**src/rtl/pipeline_hazard_ctrl.sv**
```systemverilog
// Hazard and forwarding controller for the five-stage integer pipeline.
//
// A shadow copy of the writeback metadata {valid, wreg, m2reg, dest} for the
// EX, MEM and WB stages is used to detect:
//   - load-use hazards (stall + bubble for one cycle)
//   - multi-cycle ALU occupancy (EX held for MulLatency cycles)
// It also produces registered operand forwarding selects for EX.
//
// Ports:
//   clk_i, rst_i         clock (rising edge), asynchronous active-high reset
//   flush_i              kill the instruction in ID
//   id_*                 decoded instruction metadata in ID
//   stall_o              hold PC and IF/ID
//   bubble_o             load a NOP into ID/EX
//   ex_busy_o            EX occupied by a multi-cycle op
//   fwd_a_o, fwd_b_o     00 regfile, 01 MEM aluresult, 10 WB data
//   stall_cnt_o          stall-cycle counter
//
// Build option: define HAZARD_PERF_CNT_EN to build the saturating stall-cycle
// counter; otherwise stall_cnt_o is tied to zero.
module pipeline_hazard_ctrl #(
  parameter int unsigned RegAddrW   = 5,
  parameter int unsigned MulLatency = 4
) (
  input  logic                clk_i,
  input  logic                rst_i,
  input  logic                flush_i,
  input  logic                id_valid_i,
  input  logic [RegAddrW-1:0] id_rs_i,
  input  logic [RegAddrW-1:0] id_rt_i,
  input  logic                id_use_rs_i,
  input  logic                id_use_rt_i,
  input  logic                id_wreg_i,
  input  logic                id_m2reg_i,
  input  logic [RegAddrW-1:0] id_dest_i,
  input  logic                id_multicycle_i,
  output logic                stall_o,
  output logic                bubble_o,
  output logic                ex_busy_o,
  output logic [1:0]          fwd_a_o,
  output logic [1:0]          fwd_b_o,
  output logic [15:0]         stall_cnt_o
);

  typedef struct packed {
    logic                valid;
    logic                wreg;
    logic                m2reg;
    logic [RegAddrW-1:0] dest;
  } entry_t;

  typedef enum logic [0:0] {StIdle, StBusy} state_e;

  localparam logic [1:0] FwdRf  = 2'b00;
  localparam logic [1:0] FwdMem = 2'b01;
  localparam logic [1:0] FwdWb  = 2'b10;

  state_e     state_q, state_d;
  logic [3:0] cnt_q, cnt_d;
  entry_t     ex_q, ex_d, mem_q, mem_d, wb_q, wb_d;
  logic [1:0] fwd_a_q, fwd_a_d, fwd_b_q, fwd_b_d;

  entry_t id_entry;
  logic   busy, advance, load_use;
  logic   match_a_ex, match_b_ex, match_a_mem, match_b_mem;

  function automatic logic src_match(input logic use_f, input logic [RegAddrW-1:0] src,
                                     input entry_t e);
    return use_f && e.valid && e.wreg && (e.dest == src) && (src != '0);
  endfunction

  always_comb begin
    match_a_ex  = src_match(id_use_rs_i, id_rs_i, ex_q);
    match_b_ex  = src_match(id_use_rt_i, id_rt_i, ex_q);
    match_a_mem = src_match(id_use_rs_i, id_rs_i, mem_q);
    match_b_mem = src_match(id_use_rt_i, id_rt_i, mem_q);

    busy     = (state_q == StBusy);
    // The last BUSY cycle releases EX on the same edge the counter expires.
    advance  = !busy || (cnt_q == 4'd0);
    load_use = id_valid_i && ex_q.m2reg && (match_a_ex || match_b_ex);

    // BUSY dominates load-use; a flush removes the consumer so nothing is held.
    stall_o   = busy || (load_use && !flush_i);
    bubble_o  = !busy && load_use;
    ex_busy_o = busy;

    // A stalled instruction stays in ID, so what enters EX is a bubble.
    id_entry.valid = id_valid_i && !flush_i && !stall_o;
    id_entry.wreg  = id_wreg_i;
    id_entry.m2reg = id_m2reg_i;
    id_entry.dest  = id_dest_i;
  end

  always_comb begin
    state_d = state_q;
    cnt_d   = cnt_q;
    wb_d    = mem_q;
    mem_d   = ex_q;
    ex_d    = id_entry;
    fwd_a_d = FwdRf;
    fwd_b_d = FwdRf;

    unique case (state_q)
      StIdle: begin
        if (id_entry.valid && id_multicycle_i) begin
          state_d = StBusy;
          cnt_d   = 4'(MulLatency - 1);
        end
      end
      StBusy: begin
        if (cnt_q == 4'd0) begin
          state_d = StIdle;
        end else begin
          cnt_d = cnt_q - 4'd1;
        end
      end
      default: state_d = StIdle;
    endcase

    if (!advance) begin
      // EX holds the multi-cycle op; MEM drains with invalid entries.
      ex_d    = ex_q;
      mem_d   = '0;
      fwd_a_d = fwd_a_q;
      fwd_b_d = fwd_b_q;
    end else if (id_entry.valid) begin
      // Youngest producer wins; a load in EX never forwards (load-use bubbles).
      if (match_a_ex && !ex_q.m2reg) fwd_a_d = FwdMem;
      else if (match_a_mem)          fwd_a_d = FwdWb;
      if (match_b_ex && !ex_q.m2reg) fwd_b_d = FwdMem;
      else if (match_b_mem)          fwd_b_d = FwdWb;
    end
  end

  always_ff @(posedge clk_i or posedge rst_i) begin
    if (rst_i) begin
      state_q <= StIdle;
      cnt_q   <= 4'd0;
      ex_q    <= '0;
      mem_q   <= '0;
      wb_q    <= '0;
      fwd_a_q <= FwdRf;
      fwd_b_q <= FwdRf;
    end else begin
      state_q <= state_d;
      cnt_q   <= cnt_d;
      ex_q    <= ex_d;
      mem_q   <= mem_d;
      wb_q    <= wb_d;
      fwd_a_q <= fwd_a_d;
      fwd_b_q <= fwd_b_d;
    end
  end

  assign fwd_a_o = fwd_a_q;
  assign fwd_b_o = fwd_b_q;

`ifdef HAZARD_PERF_CNT_EN
  logic [15:0] stall_cnt_q;

  always_ff @(posedge clk_i or posedge rst_i) begin
    if (rst_i) begin
      stall_cnt_q <= 16'h0000;
    end else if (stall_o && (stall_cnt_q != 16'hFFFF)) begin
      stall_cnt_q <= stall_cnt_q + 16'd1;
    end
  end

  assign stall_cnt_o = stall_cnt_q;
`else
  assign stall_cnt_o = 16'h0000;
`endif

endmodule

```
**config.mk**
```make
export PLATFORM = sky130hd
export DESIGN_NAME = pipeline_hazard_ctrl
export DESIGN_NICKNAME = d
export VERILOG_FILES = /design/src/rtl/pipeline_hazard_ctrl.sv
export SDC_FILE = /design/constraint.sdc
export NUM_CORES = 1
export LEC_CHECK = 0
export ABC_CLOCK_PERIOD_IN_PS = 2600
export BUFFER_PORTS_ARGS = -buffer_cell sky130_fd_sc_hd__buf_2
export CAP_MARGIN = 20
export CORE_UTILIZATION = 53
export CTS_CLUSTER_DIAMETER = 120
export DETAILED_ROUTE_END_ITERATION = 7
export PLACE_DENSITY_LB_ADDON = 0.25
export SYNTH_ARGS = -nofsm -noshare
export SYNTH_HDL_FRONTEND = slang
export SYNTH_SLANG_ARGS = --single-unit
```
**constraint.sdc**
```tcl
create_clock -name clk_i -period 2.6 [get_ports clk_i]
set_clock_uncertainty 0.05 [all_clocks]
set_input_delay 0.26 -clock clk_i [delete_from_list [all_inputs] [get_ports clk_i]]
set_output_delay 0.26 -clock clk_i [all_outputs]
set_load 0.01 [all_outputs]
```
# ---- After elaboration in Yosys (flattened, before gate mapping)
# Cells that the tools add are included.
dict set report word_totals {
  out_inout_bits 23
  reg_bits 24
  word_cells 68
  input_bits 24
}
dict set report op_classes {
  bitwise_logic 1
  eq_ne 6
  add_sub_neg 1
  muxes 13
  n_reduce_logical 36
}
# op count
set ops {}
lappend ops {{1-bit logical AND} 25}
lappend ops {{5-bit == test} 4}
lappend ops {{2-bit two-way mux} 6}
lappend ops {{5-bit nonzero test} 2}
lappend ops {{4-bit two-way mux} 2}
lappend ops {{8-bit two-way mux} 1}
lappend ops {{4-bit one-hot mux with 2 select lines} 1}
lappend ops {{1-bit logical NOT} 4}
lappend ops {{4-bit logical NOT} 1}
lappend ops {{2-bit != test, second input constant} 2}
lappend ops {{4-bit by 1-bit subtractor with 4-bit output, second input constant} 1}
lappend ops {{1-bit logical OR} 3}
lappend ops {{1-bit two-way mux} 2}
lappend ops {{1-bit one-hot mux with 2 select lines} 1}
lappend ops {{2-bit AND reduction} 1}
lappend ops {{1-bit inverter} 1}

# ---- Depth between registers and ports, before layout
# Gate-level depths: netlist of the first run.
dict set report depth {
  word_depth 13
  ltp_mapped 8
  mapped_depth_nobuf 6
}

# ---- Worst setup path before layout of the first run
# No wires, ideal clock.
dict set report synth_path {
  kind {reg2out}
  startpoint {register ex_q[2] (netlist bit)}
  endpoint {output port bubble_o}
  setup_slack_ns 0.771
  path_buffers 0
  path_stages_with_launch 6
  required_ns 2.290
  t_arrival_ns 1.519
  cell_sequence {dfrtp_1 -> xnor2_1 -> nand2_1 -> nor4_1 -> o21ai_2 -> nor3b_1}
}
dict set report synth_between {
  elab_chain_len 6
  word_cells_on_any_way 9
  classes_between {2 x eq/ne; 7 x reduce/logical}
}
# item line
set synth_rtl {}
lappend synth_rtl {{start: declaration} 60} ;# entry_t ex_q, ex_d, mem_q, mem_d, wb_q, wb_d;
lappend synth_rtl {{start signal: assignment} 140} ;# ex_q <= '0;
lappend synth_rtl {{start signal: assignment} 148} ;# ex_q <= ex_d;
lappend synth_rtl {{5-bit == test} 69} ;# return use_f && e.valid && e.wreg && (e.dest == src) && (src != '0);
lappend synth_rtl {{1-bit logical AND (2 in a row)} 69}
lappend synth_rtl {{1-bit logical OR *} 81} ;# load_use = id_valid_i && ex_q.m2reg && (match_a_ex || match_b_ex);
lappend synth_rtl {{1-bit logical AND *} 81}
lappend synth_rtl {{1-bit logical AND *} 85} ;# bubble_o = !busy && load_use;
lappend synth_rtl {{end: declaration} 38} ;# output logic bubble_o,
# Mark *: on every way between the ends. The rest lies on a longest branch, timed or not.

# ---- Worst setup path after layout of the first run
# Ends and elaborated chain as after synthesis.

==> results of run 1 <==
-- power by group through the flow --
| stage | clock network, uW | registers (uW) | logic (uW) |
|---|---|---|---|
| after global routing | 289 | 711 | 660 |
| after global placement | 0 | 686 | 565 |
| after CTS | 275 | 688 | 592 |
| after floorplan | 0 | 645 | 508 |
| after detailed placement | 0 | 696 | 588 |
| final | 271 | 689 | 582 |
-- stage by stage --
stage / hold slack (ns) / setup slack (ns) / instances / area (um^2)
2_1_floorplan: 0.225 / 0.771 / 164 / 1460
3_3_place_gp: 0.407 / 0.630 / 204 / 1520
3_5_place_dp: 0.411 / 0.571 / 204 / 1520
4_1_cts: 0.0694 / 0.177 / 208 / 1570
5_1_grt: 0.0574 / 0.0344 / 208 / 1570
6_report: 0.0510 / 0.175 / 208 / 1570
-- placed cells by master, fill, tap and decap left out, types with 3 or more instances in the layout --
cell type,Yosys,routed
nor4_1,5,5
dfrtp_1,24,24
nor2_1,3,3
buf_2,0,30
conb_1,1,16
xnor2_1,15,15
clkbuf_4,0,3
xor2_1,5,5
nand3_1,7,7
inv_1,4,4
nand2_1,29,29
and2_1,8,8
-- flip-flops by register name, summed over array words and instances (netlist names) --
| signal | cells |
|---|---|
| ex_q | 8 |
| mem_q | 7 |
| cnt_q | 4 |
| fwd_a_o | 2 |
| fwd_b_o | 2 |
| ex_busy_o | 1 |
-- worst paths after layout --
| kind | startpoint | end | slack, ns | cells after the start |
|---|---|---|---|---|
| worst max-delay path | ex_q[2] | bubble_o | 0.17 | 6 |
| worst min register to register | fwd_b_o[1] | fwd_b_o[1] | 0.44 | 1 |
| worst max register to register | ex_q[2] | cnt_q[0] | 0.58 | 6 |
| max in group asynchronous | rst_i | fwd_b_o[0] | 1.92 | 2 |
| worst min-delay path | rst_i | cnt_q[0] | 0.05 | 2 |
| min in group clk_i | id_wreg_i | ex_q[6] | 0.07 | 3 |
-- worst max-delay path: stages, from the launching register on --
cell and delay [ns]:
dfrtp_1 0.45, xnor2_1 0.20, nand2_1 0.10, nor4_1 0.53
o21ai_2 0.15, nor3b_1 0.21, buf_2 0.17
-- routing by layer --
metal	global-route usage (%)	vias up	share of wire (%)
met5	0	-	0
met4	9.21	0	2.3
met3	3.67	8	3.9
met2	34.0	36	50
met1	24.6	501	44
li1	-	531	-
-- final cells by class --
cell class	instances	area, um^2
Fill cell	218	931
Multi-Input combinational cell	116	713
Sequential cell	24	601
Timing Repair Buffer	30	150
Tap cell	30	37.5
Clock inverter	1	30.0
Clock buffer	3	22.5
Inverter	4	15.0
-- logic make-up (layout without fill, tap and decap cells) --
family                     after synthesis  after routing  synth area share (%)
AOI/OAI and AO/OA                       15             15                  9.16
xor gates and xnor gates                20             20                  12.4
buffers and inverters                   24             38                  10.7
DFF                                     24             24                  42.7
other                                    1             16                 0.266
and+or+nand+nor                         63             63                  23.0
adders and majority gates                2              2                  1.78
==> metrics.md, run 1 <==
| Metric | Value |
|---|---|
| Hpwl dp | just over 2000 um |
| Num rows | 18 |
| WL/cell | about 12 um |
| Max-slew violations | 0 |
| Leading area contributor after synthesis | dfrtp_1 |
| Status | complete, no violations |
| Num CTS Buffers | 3 |
| Max cap viols | 0 |
| Synth Flop Type | dfrtp_1 |
| Fin crit share | a little over 90% |
| Syn avg cell area | ~9.4 um^2 |
| ANT cells | 0 |
| Worst Tran Pin Value | approximately 0.87 ns |
| F_max | 412 MHz |
| Die area | approximately 0.0029 mm^2 |
| Flops & latches, synth | 24 |
| Gp weighted congestion | around 0.9 |
| Maximum fanout along the worst path | 4 |
| CTS tree | built |
| H-Tree Level Count | 1 |
| Later-pin clock latency in the skew report | roughly 0.32 ns |
| Fin nets | just over 200 |
| Count leader, synth | nand2_1 |
| Post-DRT Antenna Nets | 0 |
| Reg clk slew, reported paths | ~0.13 ns |
| Vias in the first global route | slightly below 1k |
| Total of hold buffers inserted after clock tree synthesis | 0 |
| # Post-CTS Setup Buffers | 0 |
| Die Wd | between 50 and 60 um |
| CP Capture Type | primary output |
| RSZ-0062 raised after global routing | false |
| Initial DRC count | 27 |
| Sequential fraction of design power | between 40% and 50% |
| Post-synth EDFFs | 0 |
| CTS Sinks | 24 |
| Final number of setup-violating endpoints | 0 |
| DR vias/cell | about 5.2 |
| Synthesized instance count | between 100 and 150 |
| Share of the synthesized area in the top cell type | 42.7% |
| PD cells | between 900 and 1000 mW/mm^2 |
| Initial Utilization | between 50 and 60% |
| P_sw | around 600 uW |
| Synth top cells by count | nand2_1, dfrtp_1, buf_4 |
| Area grow syn2layout | 11.5% |
| Synth area leaders | dfrtp_1, xnor2_1, buf_4 |
| Type of the worst min-delay path | in -> async |
| DR pass1 iterations | 4 |
| I/O pins | 47 |
| CTS resizes | 0 |
| WS Path Type | reg -> out |
| Global route overflow | 0 |
| All-Layer GR Usage | between 20% and 30% |
| Internal power | about 950 uW |
| Fraction of registers with async set/reset | between 90% and 100% |
| Total Negative Setup Slacks | 0 ns |
| Core area | about 0.0025 mm^2 |
| Final core occ | between 60% and 70% |
| Final Hold Vio Count | 0 |
| Relative slew margins | about two fifths |
| WP data arrival | between 2 and 2.5 ns |
| Final min period | ~2.4 ns |
| Yosys cell types | 33 |
| Element type at the critical path start | flop |
| Die Ht | around 54 um |
| Proportion of layout cells with a drive suffix above 1 | a little under a quarter |
| Req. time, crit path | ~2.3 ns |
| Ys Warns | 0 |
| Initial antenna violation count | 0 |
| Overall Power | ~1500 uW |
| Net Sw Frac | between 30 and 40% |
| Routed wire length | 2560 um |
| Root buffer cell | clkbuf_4 |
| Longest Clk Path Bufs | 2 |
| Global-route wire length before repair | ~4000 um |
| Clock power frac | between 15 and 20% |
| Vias | roughly 1.1k |
| Sequential-to-total area share from yosys stat | between 40% and 50% |
| Leakage power total | between 0.0007 and 0.0008 uW |
| Number of port buffers | 30 |
| Mapped cell area | about 0.0014 mm^2 |
| DRC | 0 |
| Pin count of the biggest net entering global routing | 25 |
| Combinational group share of total power | 37.8% |
| Worst IR drop on VDD | roughly 780 uV |
Power figures use the tool's default switching activity.
==> inputs of run 2 (changes only) <==
Settings changed: CORE_UTILIZATION 53 to 49.
==> metrics.md, run 2 (synthesis results as in run 1) <==
| Metric | Value |
|---|---|
| R2R setup slack | 0.70 ns (+0.12 ns) |
| Die Wd | 55.6 um (+3.8%) |
| Pin count of the biggest net entering global routing | 25 (unchanged) |
| Leakage power total | 0.000756 uW (-1.8%) |
| Commonest non-fill, non-tap cells in the layout | buf_2, nand2_1, dfrtp_1 |
| Post-DRT Antenna Nets | 0 (unchanged) |
| DR vias/cell | 5.07 (-2.0%) |
| Core area | 0.00273 mm^2 (+9.4%) |
| F_max | 440 MHz (+6.6%) |
| Total Negative Setup Slacks | 0 ns (unchanged) |
| DRC | 0 (unchanged) |
| Worst IR drop on VDD | 578 uV (-26%) |
| Most common cell after layout, fill and taps aside | buf_2 |
| Global-route wire length before repair | 4600 um (+14%) |
| Maximum fanout along the worst path | 4 (unchanged) |
| DR pass1 iterations | 4 (unchanged) |
| RSZ-0062 raised after global routing | false |
| CP Capture Point | bubble_o |
| Setup crit start | ex_q[2] |
| Type of the worst min-delay path | in -> async |
| Max cap viols | 0 (unchanged) |
| Number of port buffers | 30 (unchanged) |
| Root buffer cell | clkbuf_4 |
| Fin nets | 205 (unchanged) |
| Later-pin clock latency in the skew report | 0.31 ns (about the same) |
| Reg-to-reg startpoint | ex_q[2] |
| Reg clk slew, reported paths | 0.12 ns (about the same) |
| Top reg by flops | ex_q |
| Overall Power | 1430 uW (-7.4%) |
| Status | complete, no violations |
| Num rows | 19 (+1) |
| Die Ht | 55.6 um (+3.8%) |
| Req. time, crit path | 2.29 ns (about the same) |
| H-Tree Level Count | 1 (unchanged) |
| Num CTS Buffers | 3 (unchanged) |
| WS Path Type | reg -> out |
| I/O pins | 47 (unchanged) |
| Fin crit share | 87.5% (-5.8 points) |
| WP data arrival | 1.96 ns (-0.16 ns) |
| R2R Path End | cnt_q[0] |
| Hpwl dp | 1930 um (-5.9%) |
| Initial DRC count | 25 (-7.4%) |
| Global route overflow | 0 (unchanged) |
| WL/cell | 11.8 um (-3.8%) |
| Relative slew margins | 42.6% (+0.93 points) |
| PD cells | 924 mW/mm^2 (-6.0%) |
| Vias in the first global route | 1091 (+12%) |
| CTS Sinks | 24 (unchanged) |
| Initial antenna violation count | 0 (unchanged) |
| Worst Tran Pin Value | 0.860 ns (-0.0139 ns) |
| Final number of setup-violating endpoints | 0 (unchanged) |
| R2R cell count | 6 (unchanged) |
| Die area | 0.00309 mm^2 (+7.8%) |
| Area grow syn2layout | 9.87% |
| Element type at the critical path start | flop |
| Max reg flops | 8 (unchanged) |
| CTS tree | built |
| ANT cells | 0 (unchanged) |
| CP Capture Type | primary output |
| Initial Utilization | 51.5% (-4.8 points) |
| Vias | 1055 (-2.0%) |
| Proportion of layout cells with a drive suffix above 1 | 23.2% (+0.13 points) |
| All-Layer GR Usage | 18.9% (-1.2 points) |
| Longest Clk Path Bufs | 2 (unchanged) |
| Gp weighted congestion | 0.792 (-13%) |
| Max-slew violations | 0 (unchanged) |
| Top Registers | ex_q (8), mem_q (7), cnt_q (4) |
| Final min period | 2.27 ns (-0.151 ns) |
| Final Hold Vio Count | 0 (unchanged) |
| Routed wire length | 2460 um (-3.8%) |
-- run 2: worst min path at each step --
stage | slack [ns] | startpoint | to | depth (start not counted)
2_1_floorplan | 0.22 | rst_i | cnt_q[0] | 1
3_3_place_gp | 0.41 | id_dest_i[3] | ex_q[3] | 3
3_5_place_dp | 0.41 | fwd_a_o[1] | fwd_a_o[1] | 2
4_1_cts | 0.08 | id_dest_i[3] | ex_q[3] | 3
5_1_grt | 0.07 | id_dest_i[4] | ex_q[4] | 3
6_report | 0.06 | rst_i | ex_q[5] | 2
-- run 2: timing repair --
| item | CTS | global route |
|---|---|---|
| gates resized for setup | 0 | 1 |
| hold buffers | 0 | 0 |
| endpoints found under the setup margin | 0 | 1 |
| endpoints found under the hold margin | 0 | 0 |
| buffers inserted | 0 | 0 |
-- run 2: layer usage --
metal / up-vias / global-route usage, % / part of all wire [%]
met5: - / 0 / 0
li1: 527 / - / -
met4: 0 / 8.57 / 2.0
met2: 21 / 33.2 / 51
met3: 6 / 2.79 / 2.3
met1: 501 / 22.7 / 44
-- run 2: area by class of cell --
cell class / count / area (um^2)
Clock buffer: 3 / 22.5
Inverter: 4 / 15.0
Tap cell: 31 / 38.8
Multi-Input combinational cell: 116 / 719
Fill cell: 263 / 1190
Sequential cell: 24 / 601
Timing Repair Buffer: 30 / 150
-- run 2: through the flow --
| step | instance area [um^2] | setup WS, ns | cells | util, % | hold WS (ns) |
|---|---|---|---|---|---|
| 3_3_place_gp | 1520 | 0.641 | 205 | 55.5 | 0.407 |
| 3_5_place_dp | 1520 | 0.600 | 205 | 55.5 | 0.408 |
| 2_1_floorplan | 1460 | 0.771 | 164 | - | 0.225 |
| 6_report | 1550 | 0.326 | 208 | 56.6 | 0.0554 |
| 5_1_grt | 1550 | 0.119 | 208 | 56.6 | 0.0700 |
| 4_1_cts | 1540 | 0.218 | 208 | 56.3 | 0.0779 |
-- run 2: worst max-delay path, stage by stage (launching register included) --
cell and delay (ns):
dfrtp_1 0.44, xnor2_1 0.17, nand3_1 0.14, nor4_2 0.41
o21ai_2 0.15, nor3b_1 0.19, buf_2 0.16
-- run 2: report_power, final --
part           total [uW]  switching, uW  internal (uW)
registers             681            157            525
clock network         158            104           54.2
logic                 589            319            271
total                1430            579            849
